### src/rtl/mem_arb_pkg.sv
// Shared types and constants for the unified memory-port arbiter.
package mem_arb_pkg;

    // Arbiter FSM states
    typedef enum logic [1:0] {
        IDLE    = 2'd0,
        BUSY_IF = 2'd1,
        BUSY_DM = 2'd2
    } arb_state_t;

    // Requester identity
    typedef enum logic {
        REQ_IF = 1'b0,
        REQ_DM = 1'b1
    } req_id_t;

    // Wide enough for any supported data width; users slice [DW/8-1:0]
    localparam int unsigned MAX_BE_W = 64;
    localparam logic [MAX_BE_W-1:0] BE_ALL_ONES = '1;

endpackage

### src/rtl/mem_arb_age_ctr.sv
// Fairness age counter: counts cycles in which IF is kept waiting, saturating at
// MAX_WAIT. Only instantiated when MEM_ARB_FAIR_EN is defined.
module mem_arb_age_ctr #(
    parameter int unsigned MAX_WAIT = 4
) (
    input  logic clk,
    input  logic rst,
    input  logic inc,
    input  logic clr,
    output logic at_max
);
    localparam int unsigned CW = $clog2(MAX_WAIT + 1);

    logic [CW-1:0] age_q, age_d;

    // Next count: clear wins over increment; increment saturates
    always_comb begin
        age_d = age_q;
        if (clr) begin
            age_d = '0;
        end else if (inc && (age_q != CW'(MAX_WAIT))) begin
            age_d = age_q + 1'b1;
        end
    end

    // Count register
    always_ff @(posedge clk) begin
        if (rst) begin
            age_q <= '0;
        end else begin
            age_q <= age_d;
        end
    end

    assign at_max = (age_q == CW'(MAX_WAIT));

endmodule

### src/rtl/mem_port_arbiter.sv
// Arbitrates the single memory port between instruction fetch (IF) and data
// memory (DM). One access outstanding at a time; DM has priority. Define
// MEM_ARB_FAIR_EN to add an IF age counter that forces an IF grant after
// MAX_WAIT denied cycles.
module mem_port_arbiter
    import mem_arb_pkg::*;
#(
    parameter int unsigned AW       = 32,
    parameter int unsigned DW       = 32,
    parameter int unsigned MAX_WAIT = 4
) (
    input  logic            clk,
    input  logic            rst,
    input  logic            if_req,
    input  logic [AW-1:0]   if_addr,
    output logic [DW-1:0]   if_rdata,
    output logic            if_done,
    output logic            if_stall,
    input  logic            dm_req,
    input  logic            dm_we,
    input  logic [DW/8-1:0] dm_be,
    input  logic [AW-1:0]   dm_addr,
    input  logic [DW-1:0]   dm_wdata,
    output logic [DW-1:0]   dm_rdata,
    output logic            dm_done,
    output logic            dm_stall,
    output logic            mem_valid,
    output logic            mem_we,
    output logic [DW/8-1:0] mem_be,
    output logic [AW-1:0]   mem_addr,
    output logic [DW-1:0]   mem_wdata,
    input  logic            mem_ready,
    input  logic [DW-1:0]   mem_rdata
);
    localparam int unsigned BW = DW / 8;

    arb_state_t state_q, state_d;
    logic          mem_valid_q, mem_valid_d;
    logic          mem_we_q, mem_we_d;
    logic [BW-1:0] mem_be_q, mem_be_d;
    logic [AW-1:0] mem_addr_q, mem_addr_d;
    logic [DW-1:0] mem_wdata_q, mem_wdata_d;
    logic [DW-1:0] if_rdata_q, if_rdata_d;
    logic [DW-1:0] dm_rdata_q, dm_rdata_d;
    logic          if_done_q, if_done_d;
    logic          dm_done_q, dm_done_d;

    logic    if_elig, dm_elig, force_if, grant_any;
    req_id_t grant_id;

    // A requester in its done cycle still shows its old request; ignore it
    assign if_elig = if_req & ~if_done_q;
    assign dm_elig = dm_req & ~dm_done_q;

`ifdef MEM_ARB_FAIR_EN
    logic if_grant;
    assign if_grant = grant_any & (grant_id == REQ_IF);

    mem_arb_age_ctr #(
        .MAX_WAIT(MAX_WAIT)
    ) u_age_ctr (
        .clk   (clk),
        .rst   (rst),
        .inc   (if_req & (state_q != BUSY_IF) & ~if_grant),
        .clr   (if_grant),
        .at_max(force_if)
    );
`else
    assign force_if = 1'b0;
`endif

    // Arbitration: DM first unless IF has aged out
    always_comb begin
        grant_any = (state_q == IDLE) & (if_elig | dm_elig);
        grant_id  = (dm_elig & ~(force_if & if_elig)) ? REQ_DM : REQ_IF;
    end

    // FSM next state and registered port/response values
    always_comb begin
        state_d     = state_q;
        mem_valid_d = mem_valid_q;
        mem_we_d    = mem_we_q;
        mem_be_d    = mem_be_q;
        mem_addr_d  = mem_addr_q;
        mem_wdata_d = mem_wdata_q;
        if_rdata_d  = if_rdata_q;
        dm_rdata_d  = dm_rdata_q;
        if_done_d   = 1'b0;
        dm_done_d   = 1'b0;
        unique case (state_q)
            IDLE: begin
                if (grant_any) begin
                    mem_valid_d = 1'b1;
                    if (grant_id == REQ_DM) begin
                        mem_we_d    = dm_we;
                        mem_be_d    = dm_be;
                        mem_addr_d  = dm_addr;
                        mem_wdata_d = dm_wdata;
                        state_d     = BUSY_DM;
                    end else begin
                        mem_we_d    = 1'b0;
                        mem_be_d    = BE_ALL_ONES[BW-1:0];
                        mem_addr_d  = if_addr;
                        mem_wdata_d = '0;
                        state_d     = BUSY_IF;
                    end
                end
            end
            BUSY_IF: begin
                if (mem_ready) begin
                    mem_valid_d = 1'b0;
                    if_rdata_d  = mem_rdata;
                    if_done_d   = 1'b1;
                    state_d     = IDLE;
                end
            end
            BUSY_DM: begin
                if (mem_ready) begin
                    mem_valid_d = 1'b0;
                    // Stores leave the load-data register untouched
                    if (!mem_we_q) begin
                        dm_rdata_d = mem_rdata;
                    end
                    dm_done_d = 1'b1;
                    state_d   = IDLE;
                end
            end
            default: state_d = IDLE;
        endcase
    end

    // State and output registers
    always_ff @(posedge clk) begin
        if (rst) begin
            state_q     <= IDLE;
            mem_valid_q <= 1'b0;
            mem_we_q    <= 1'b0;
            mem_be_q    <= '0;
            mem_addr_q  <= '0;
            mem_wdata_q <= '0;
            if_rdata_q  <= '0;
            dm_rdata_q  <= '0;
            if_done_q   <= 1'b0;
            dm_done_q   <= 1'b0;
        end else begin
            state_q     <= state_d;
            mem_valid_q <= mem_valid_d;
            mem_we_q    <= mem_we_d;
            mem_be_q    <= mem_be_d;
            mem_addr_q  <= mem_addr_d;
            mem_wdata_q <= mem_wdata_d;
            if_rdata_q  <= if_rdata_d;
            dm_rdata_q  <= dm_rdata_d;
            if_done_q   <= if_done_d;
            dm_done_q   <= dm_done_d;
        end
    end

    assign mem_valid = mem_valid_q;
    assign mem_we    = mem_we_q;
    assign mem_be    = mem_be_q;
    assign mem_addr  = mem_addr_q;
    assign mem_wdata = mem_wdata_q;
    assign if_rdata  = if_rdata_q;
    assign dm_rdata  = dm_rdata_q;
    assign if_done   = if_done_q;
    assign dm_done   = dm_done_q;
    assign if_stall  = if_req & ~if_done_q;
    assign dm_stall  = dm_req & ~dm_done_q;

endmodule
### config.mk
export PLATFORM = sky130hd
export DESIGN_NAME = mem_port_arbiter
export DESIGN_NICKNAME = d
export VERILOG_FILES = /design/src/rtl/mem_arb_pkg.sv /design/src/rtl/mem_arb_age_ctr.sv /design/src/rtl/mem_port_arbiter.sv
export SDC_FILE = /design/constraint.sdc
export NUM_CORES = 1
export LEC_CHECK = 0
export BUFFER_PORTS_ARGS = -buffer_cell sky130_fd_sc_hd__buf_2
export CORE_UTILIZATION = 44
export DETAILED_ROUTE_END_ITERATION = 8
export PLACE_DENSITY = 0.82
export SETUP_SLACK_MARGIN = 0.15
export SLEW_MARGIN = 20
export SYNTH_ARGS = -nofsm -noshare
export SYNTH_HDL_FRONTEND = slang
export SYNTH_SLANG_ARGS = --single-unit
### constraint.sdc
create_clock -name clk -period 1.6 [get_ports clk]
set_input_delay 0.08 -clock clk [delete_from_list [all_inputs] [get_ports clk]]
set_output_delay 0.08 -clock clk [all_outputs]
set_load 0.01 [all_outputs]
==> impl_metrics.json, run 1 <==
{
  "run_status": "complete, no violations",
  "ys_ff_latch": 138,
  "grt_pass1_vias": 5871,
  "synth_top_cell_area_share_pct": 54.84,
  "clock_sinks": 138,
  "crit_path_max_fanout": 16,
  "r2r_cells": 4,
  "async_reset_ff_share_pct": 0,
  "die_area_um2": 11880,
  "synthFlopType": "dfxtp_1",
  "synth_top_area_cell": "dfxtp_1",
  "cts_tree": "done",
  "yosysWarnings": 0,
  "ys_top_cells_by_area": "dfxtp_1 55%, nand2_1 12%, a21oi_1 6.6%, a32o_1 6.6%, mux2i_1 6.4%",
  "cp.arrival_ns": 1.69,
  "muxShareOfSynthArea_pct": 6.359,
  "rsz0062_at_grt": "false",
  "synth_cells": 543,
  "clk_path_buf_depth": 2,
  "h-tree-depth": 4,
  "worstSkewPairLatency_ns": 0.41,
  "start_util_pct": 45.86,
  "port_buffers": 275,
  "worstPathRequired_ns": 1.89,
  "cap_violations": 0,
  "root_buffer": "clkbuf_16",
  "final_util_pct": 78.51,
  "drt-initial-drc-count": 574,
  "period_needed_ns": 1.404,
  "tns_ns": 0,
  "clock_skew_ns": 0.007140,
  "wire_per_inst_um": 18.35,
  "drv_slew": 0,
  "report.final.hold_viol_count": 0,
  "synth_simple_gate_area_share_pct": 14.11,
  "postRouteAntennaNets": 0,
  "period_share_pct": 87.78,
  "final_common_cell": "buf_2",
  "relSlewSlack_pct": 56.21,
  "ff2ff_setup_slack_ns": 0.20,
  "tightest_slew_ns": 0.6569,
  "fin_nets": 1083,
  "finalSetupViolCount": 0,
  "grt_use_total_pct": 32.10,
  "p_leak_nw": 3.990,
  "row_count": 38,
  "cts_buffers": 17,
  "synth_compound_area_share_pct": 19.23,
  "die-width_um": 109.0,
  "via_per_inst": 5.479,
  "synth_xor_area_share_pct": 0,
  "synth_fa_ha_area_share_pct": 0.7452,
  "io_pins": 276,
  "hold_end": "mem_addr[22]$_SDFFE_PP0P_",
  "r2r_end": "mem_addr[7]$_SDFFE_PP0P_",
  "via_count": 6000,
  "clk_pin_slew_ns": 0.06,
  "grt_max_degree": 65,
  "syn_nets": 684,
  "p_per_area_nw_per_um2": 1128,
  "path_class": "register to register",
  "synth_cell_types": 33,
  "max_freq_ghz": 0.7120,
  "worst_hold_path_type": "input pin to register",
  "timing.rr.start": "dm_done$_SDFF_PP0_",
  "vdd_drop_max_uv": 958.7,
  "layout_common_cells": "275 x buf_2, 161 x nand2_1, 137 x dfxtp_1, 130 x dlygate4sd3_1, 66 x a21oi_1",
  "syn_avg_cell_area_um2": 9.277,
  "die_h_um": 109.0,
  "dp_hpwl_mm": 9.841,
  "drt_wl_total_mm": 20.09,
  "min-delay-start": "dm_addr[22]",
  "core_area_um2": 10980,
  "synth_edf_count": 0,
  "grt_overflow_total": 0,
  "grt_pass1_wl_mm": 28.81,
  "worst_setup_path_start_kind": "register",
  "drc": 0,
  "whs_ns": 0.003428,
  "synth_top_family_by_area": "compound AO/OA/AOI/OAI gates",
  "area_growth_pct": 71.19,
  "first_pass_iters": 6,
  "yosysSeqAreaShare_pct": 54.84,
  "syn-cell-area_um2": 5037,
  "antenna_found_initial": 0,
  "place.gp.congestion": 0.7725,
  "whs_path_depth": 3,
  "cp-end-kind": "register",
  "drive_above_1_share_pct": 36.37
}
timing repair:
item                       CTS  global route
pin swaps                    0             3
setup endpoints to repair   39            97
gates cloned                 0             3
hold buffers               130             0
buffers inserted             0             1
hold endpoints to repair   134             0
gates resized for setup      1            20
critical path, cell delays in order (launching register included):
cell and delay, ns:
dfxtp_1 0.38, nand2b_4 0.23, buf_12 0.21, mux2i_1 0.31, o22ai_1 0.14
metal layers:
layer	part of all wire (%)	vias up	global-route usage, %
met5	0	-	0
met4	6.1	0	22.68
met3	8.3	114	9.863
met2	50	418	54.72
met1	36	2766	33.52
li1	-	2702	-
sequential cells by signal, summed over array words and instances (netlist names):
register   flops
dm_rdata      32
if_rdata      32
mem_addr      32
mem_wdata     32
mem_be         4
state_q        2
dm_done        1
if_done        1
mem_valid      1
mem_we         1
metrics by stage:
step / power (mW) / cell area (um^2) / setup slack [ns] / instances
floorplan: 4.730 / 5037 / 0.1649 / 543
global placement: 5.360 / 6568 / 0.1278 / 929
detailed placement: 5.387 / 6568 / 0.07347 / 929
CTS: 9.491 / 8463 / 0.1524 / 1090
global route: 10.05 / 8621 / 0.1637 / 1094
finish: 9.726 / 8623 / 0.1955 / 1095
area by class of cell:
cell class / count / area (um^2)
Fill cell: 640 / 2360
Clock inverter: 6 / 86.33
Tap cell: 140 / 175.2
Clock buffer: 25 / 505.5
Multi-Input combinational cell: 355 / 2087
Sequential cell: 138 / 2764
Timing Repair Buffer: 425 / 2984
Inverter: 5 / 18.77
Antenna cell: 1 / 2.502
cell families after synthesis:
logic type,Yosys count
AND/OR/NAND/NOR,178
AO/OA/AOI/OAI,142
flip-flops,138
buffers and inverters,50
multiplexers,32
adder cells (fa/ha/maj),3
synthesized netlist by cell type, types with 2 or more instances:
library cell,n
ha_1,3
clkbuf_1,19
mux2i_1,32
nand2_1,161
a32o_1,33
nor2_1,3
inv_1,2
o221a_2,4
nor2b_1,2
buf_2,19
buf_6,3
inv_2,3
nand2b_1,3
and3_1,2
dfxtp_1,138
o22ai_1,32
buf_1,3
a21oi_1,66
where the power goes:
| part | leakage, nW | internal (mW) | switching, mW |
|---|---|---|---|
| combinational | 2.57 | 0.932 | 1.00 |
| sequential | 1.13 | 3.72 | 0.164 |
| clock | 0.289 | 2.49 | 1.42 |
| total | 3.99 | 7.14 | 2.59 |
worst max-delay path by stage:
stage | start | end | slack, ns | depth (start not counted)
after floorplan | state_q[1]$_SDFFE_PP0P_ | mem_addr[3]$_SDFFE_PP0P_ | 0.16 | 5
after global placement | state_q[1]$_SDFFE_PP0P_ | mem_addr[9]$_SDFFE_PP0P_ | 0.13 | 5
after detailed placement | state_q[1]$_SDFFE_PP0P_ | mem_addr[14]$_SDFFE_PP0P_ | 0.07 | 5
after CTS | state_q[1]$_SDFFE_PP0P_ | mem_addr[14]$_SDFFE_PP0P_ | 0.15 | 5
after global routing | dm_done$_SDFF_PP0_ | mem_addr[21]$_SDFFE_PP0P_ | 0.16 | 4
final | dm_done$_SDFF_PP0_ | mem_addr[7]$_SDFFE_PP0P_ | 0.20 | 4
Power figures use the tool's default switching activity.
==> run 2: changes to the inputs <==
--- a/config.mk
+++ b/config.mk
@@ -9,8 +9,10 @@
 export CORE_UTILIZATION = 44
 export DETAILED_ROUTE_END_ITERATION = 8
 export PLACE_DENSITY = 0.82
+export RECOVER_POWER = 50
 export SETUP_SLACK_MARGIN = 0.15
 export SLEW_MARGIN = 20
 export SYNTH_ARGS = -nofsm -noshare
 export SYNTH_HDL_FRONTEND = slang
+export SYNTH_HIERARCHICAL = 1
 export SYNTH_SLANG_ARGS = --single-unit
==> impl_metrics.json, run 2 <==
{
  "run_status": "complete, no violations",
  "tns_ns": 0,
  "die-width_um": 109.0,
  "power_mw": 9.655,
  "h-tree-depth": 4,
  "wire_per_inst_um": 18.33,
  "worstPathRequired_ns": 1.88,
  "clk_pin_slew_ns": 0.06,
  "rsz0062_at_grt": "false",
  "crit_path_max_fanout": 16,
  "die_area_um2": 11880,
  "place.gp.congestion": 0.7725,
  "drv_slew": 0,
  "synth_cells": 543,
  "synth_top_cell_area_share_pct": 54.84,
  "grt_pass1_vias": 5871,
  "grt_use_total_pct": 32.10,
  "ff2ff_setup_slack_ns": 0.17,
  "fin_nets": 1083,
  "synth_edf_count": 0,
  "area_growth_pct": 67.81,
  "core_area_um2": 10980,
  "worstPathCellList": "nand2b_4, buf_12, mux2i_1, o22ai_1",
  "slowest_stage": "dfxtp_1",
  "worst_setup_path_start_kind": "register",
  "worstSkewPairLatency_ns": 0.41,
  "r2r_end": "mem_addr[7]$_SDFFE_PP0P_",
  "root_buffer": "clkbuf_16",
  "worst_hold_path_type": "input pin to register",
  "dp_hpwl_mm": 9.841,
  "via_count": 6001,
  "cpPeakStageDelay_ns": 0.38,
  "synth_cell_types": 33,
  "grt_overflow_total": 0,
  "period_needed_ns": 1.426,
  "layout_common_cells": "161 x nand2_1, 139 x clkbuf_1, 139 x buf_2, 137 x dfxtp_1, 130 x dlygate4sd3_1",
  "crit_start": "dm_done$_SDFF_PP0_",
  "cp.arrival_ns": 1.71,
  "max_freq_ghz": 0.7013,
  "vdd_drop_max_uv": 957.6,
  "relSlewSlack_pct": 55.74,
  "port_buffers": 275,
  "yosysSeqAreaShare_pct": 54.84,
  "cp.buffers_inverters": 1,
  "endpoint": "mem_addr[7]$_SDFFE_PP0P_",
  "start_util_pct": 45.86,
  "syn_avg_cell_area_um2": 9.277,
  "timing.rr.start": "dm_done$_SDFF_PP0_",
  "clk_path_buf_depth": 2,
  "drt-initial-drc-count": 597,
  "syn-cell-area_um2": 5037,
  "r2r_cells": 4,
  "antenna_found_initial": 0,
  "cts_tree": "done",
  "first_pass_iters": 6,
  "tightest_slew_ns": 0.6639,
  "path_class": "register to register",
  "ys_ff_latch": 138,
  "async_reset_ff_share_pct": 0,
  "drive_above_1_share_pct": 22.12,
  "synth_top_area_cell": "dfxtp_1",
  "cap_violations": 0,
  "row_count": 38,
  "ys_top_cells_by_count": "161 x nand2_1, 138 x dfxtp_1, 66 x a21oi_1",
  "via_per_inst": 5.480,
  "p_leak_nw": 3.429,
  "yosysWarnings": 6,
  "grt_pass1_wl_mm": 28.81,
  "drc": 0,
  "finalSetupViolCount": 0,
  "report.final.hold_viol_count": 0,
  "clock_sinks": 138,
  "drt_wl_total_mm": 20.07,
  "synth.most_common_cell": "nand2_1",
  "final_util_pct": 76.97,
  "crit_family": "flip-flops",
  "synthFlopType": "dfxtp_1",
  "postRouteAntennaNets": 0,
  "grt_max_degree": 65,
  "cp.depth": 4,
  "p_per_area_nw_per_um2": 1142,
  "syn_nets": 684,
  "io_pins": 276,
  "cts_buffers": 17,
  "cp-end-kind": "register",
  "ys_top_cells_by_area": "dfxtp_1 55%, nand2_1 12%, a21oi_1 6.6%, a32o_1 6.6%, mux2i_1 6.4%",
  "final_common_cell": "nand2_1",
  "post_dp_cell_area_um2": 6568,
  "die_h_um": 109.0,
  "final_area_um2": 8453,
  "clock_skew_ns": 0.008933,
  "period_share_pct": 89.12
}
-- run 2: cell count changes in the layout (fill, tap and decap cells not counted), sizes merged --
cell | before | now
buf | 292 | 156
clkbuf | 28 | 164
-- run 2: how the worst min path moves through the flow --
stage,from,endpoint,cells past startpoint
global placement,dm_wdata[27],mem_wdata[27]$_SDFFE_PP0P_,2
finish,dm_addr[22],mem_addr[22]$_SDFFE_PP0P_,3
CTS,dm_addr[22],mem_addr[22]$_SDFFE_PP0P_,3
detailed placement,dm_wdata[27],mem_wdata[27]$_SDFFE_PP0P_,2
floorplan,dm_wdata[0],mem_wdata[0]$_SDFFE_PP0P_,1
global route,mem_ready,dm_done$_SDFF_PP0_,2
-- run 2: cell type report --
cell class                      count  area, um^2
Antenna cell                        1       2.502
Clock buffer                       25       505.5
Clock inverter                      6       86.33
Fill cell                         740        2530
Inverter                            5       18.77
Multi-Input combinational cell    355        2087
Sequential cell                   138        2764
Tap cell                          140       175.2
Timing Repair Buffer              425        2814
-- run 2: what timing repair did --
action / 4_1_cts / 5_1_grt
endpoints found under the hold margin: 134 / 0
setup endpoints to repair: 39 / 97
buffers inserted: 0 / 1
pin swaps: 0 / 3
resized for setup: 1 / 20
hold buffers: 130 / 0
cloned: 0 / 3
-- run 2: logic make-up (layout without fill, tap and decap cells) --
kind of cell	after synthesis	after routing	synth area share (%)
fa+ha+maj	3	3	0.7452
mux	32	32	6.359
simple gates	178	178	14.11
other cells	0	1	0
compound gates	142	142	19.23
flops	138	138	54.84
buf+inv	50	461	4.719
-- run 2: power breakdown --
group	leakage [nW]	switching (mW)	internal (mW)
clock network	0.289	1.41	2.49
logic	2.01	0.999	0.861
registers	1.13	0.171	3.72
-- run 2: layer usage --
layer  GRT usage, %  part of all wire, %  vias up
li1               -                    -     2694
met1          33.52                   35     2786
met2          54.72                   50      416
met3          9.863                  8.5      105
met4          22.68                  6.0        0
met5              0                    0        -
-- run 2: worst min-delay path: stages --
cell	delay, ns
buf_2	0.09
mux2i_1	0.07
o22ai_1	0.12
-- run 2: stage by stage --
step,setup slack [ns],hold WS (ns),cells
4_1_cts,0.1524,0.001153,1090
5_1_grt,0.1589,0.02512,1094
2_1_floorplan,0.1649,0.2058,543
3_5_place_dp,0.07347,0.2941,929
3_3_place_gp,0.1278,0.2889,929
6_report,0.1741,0.003450,1095
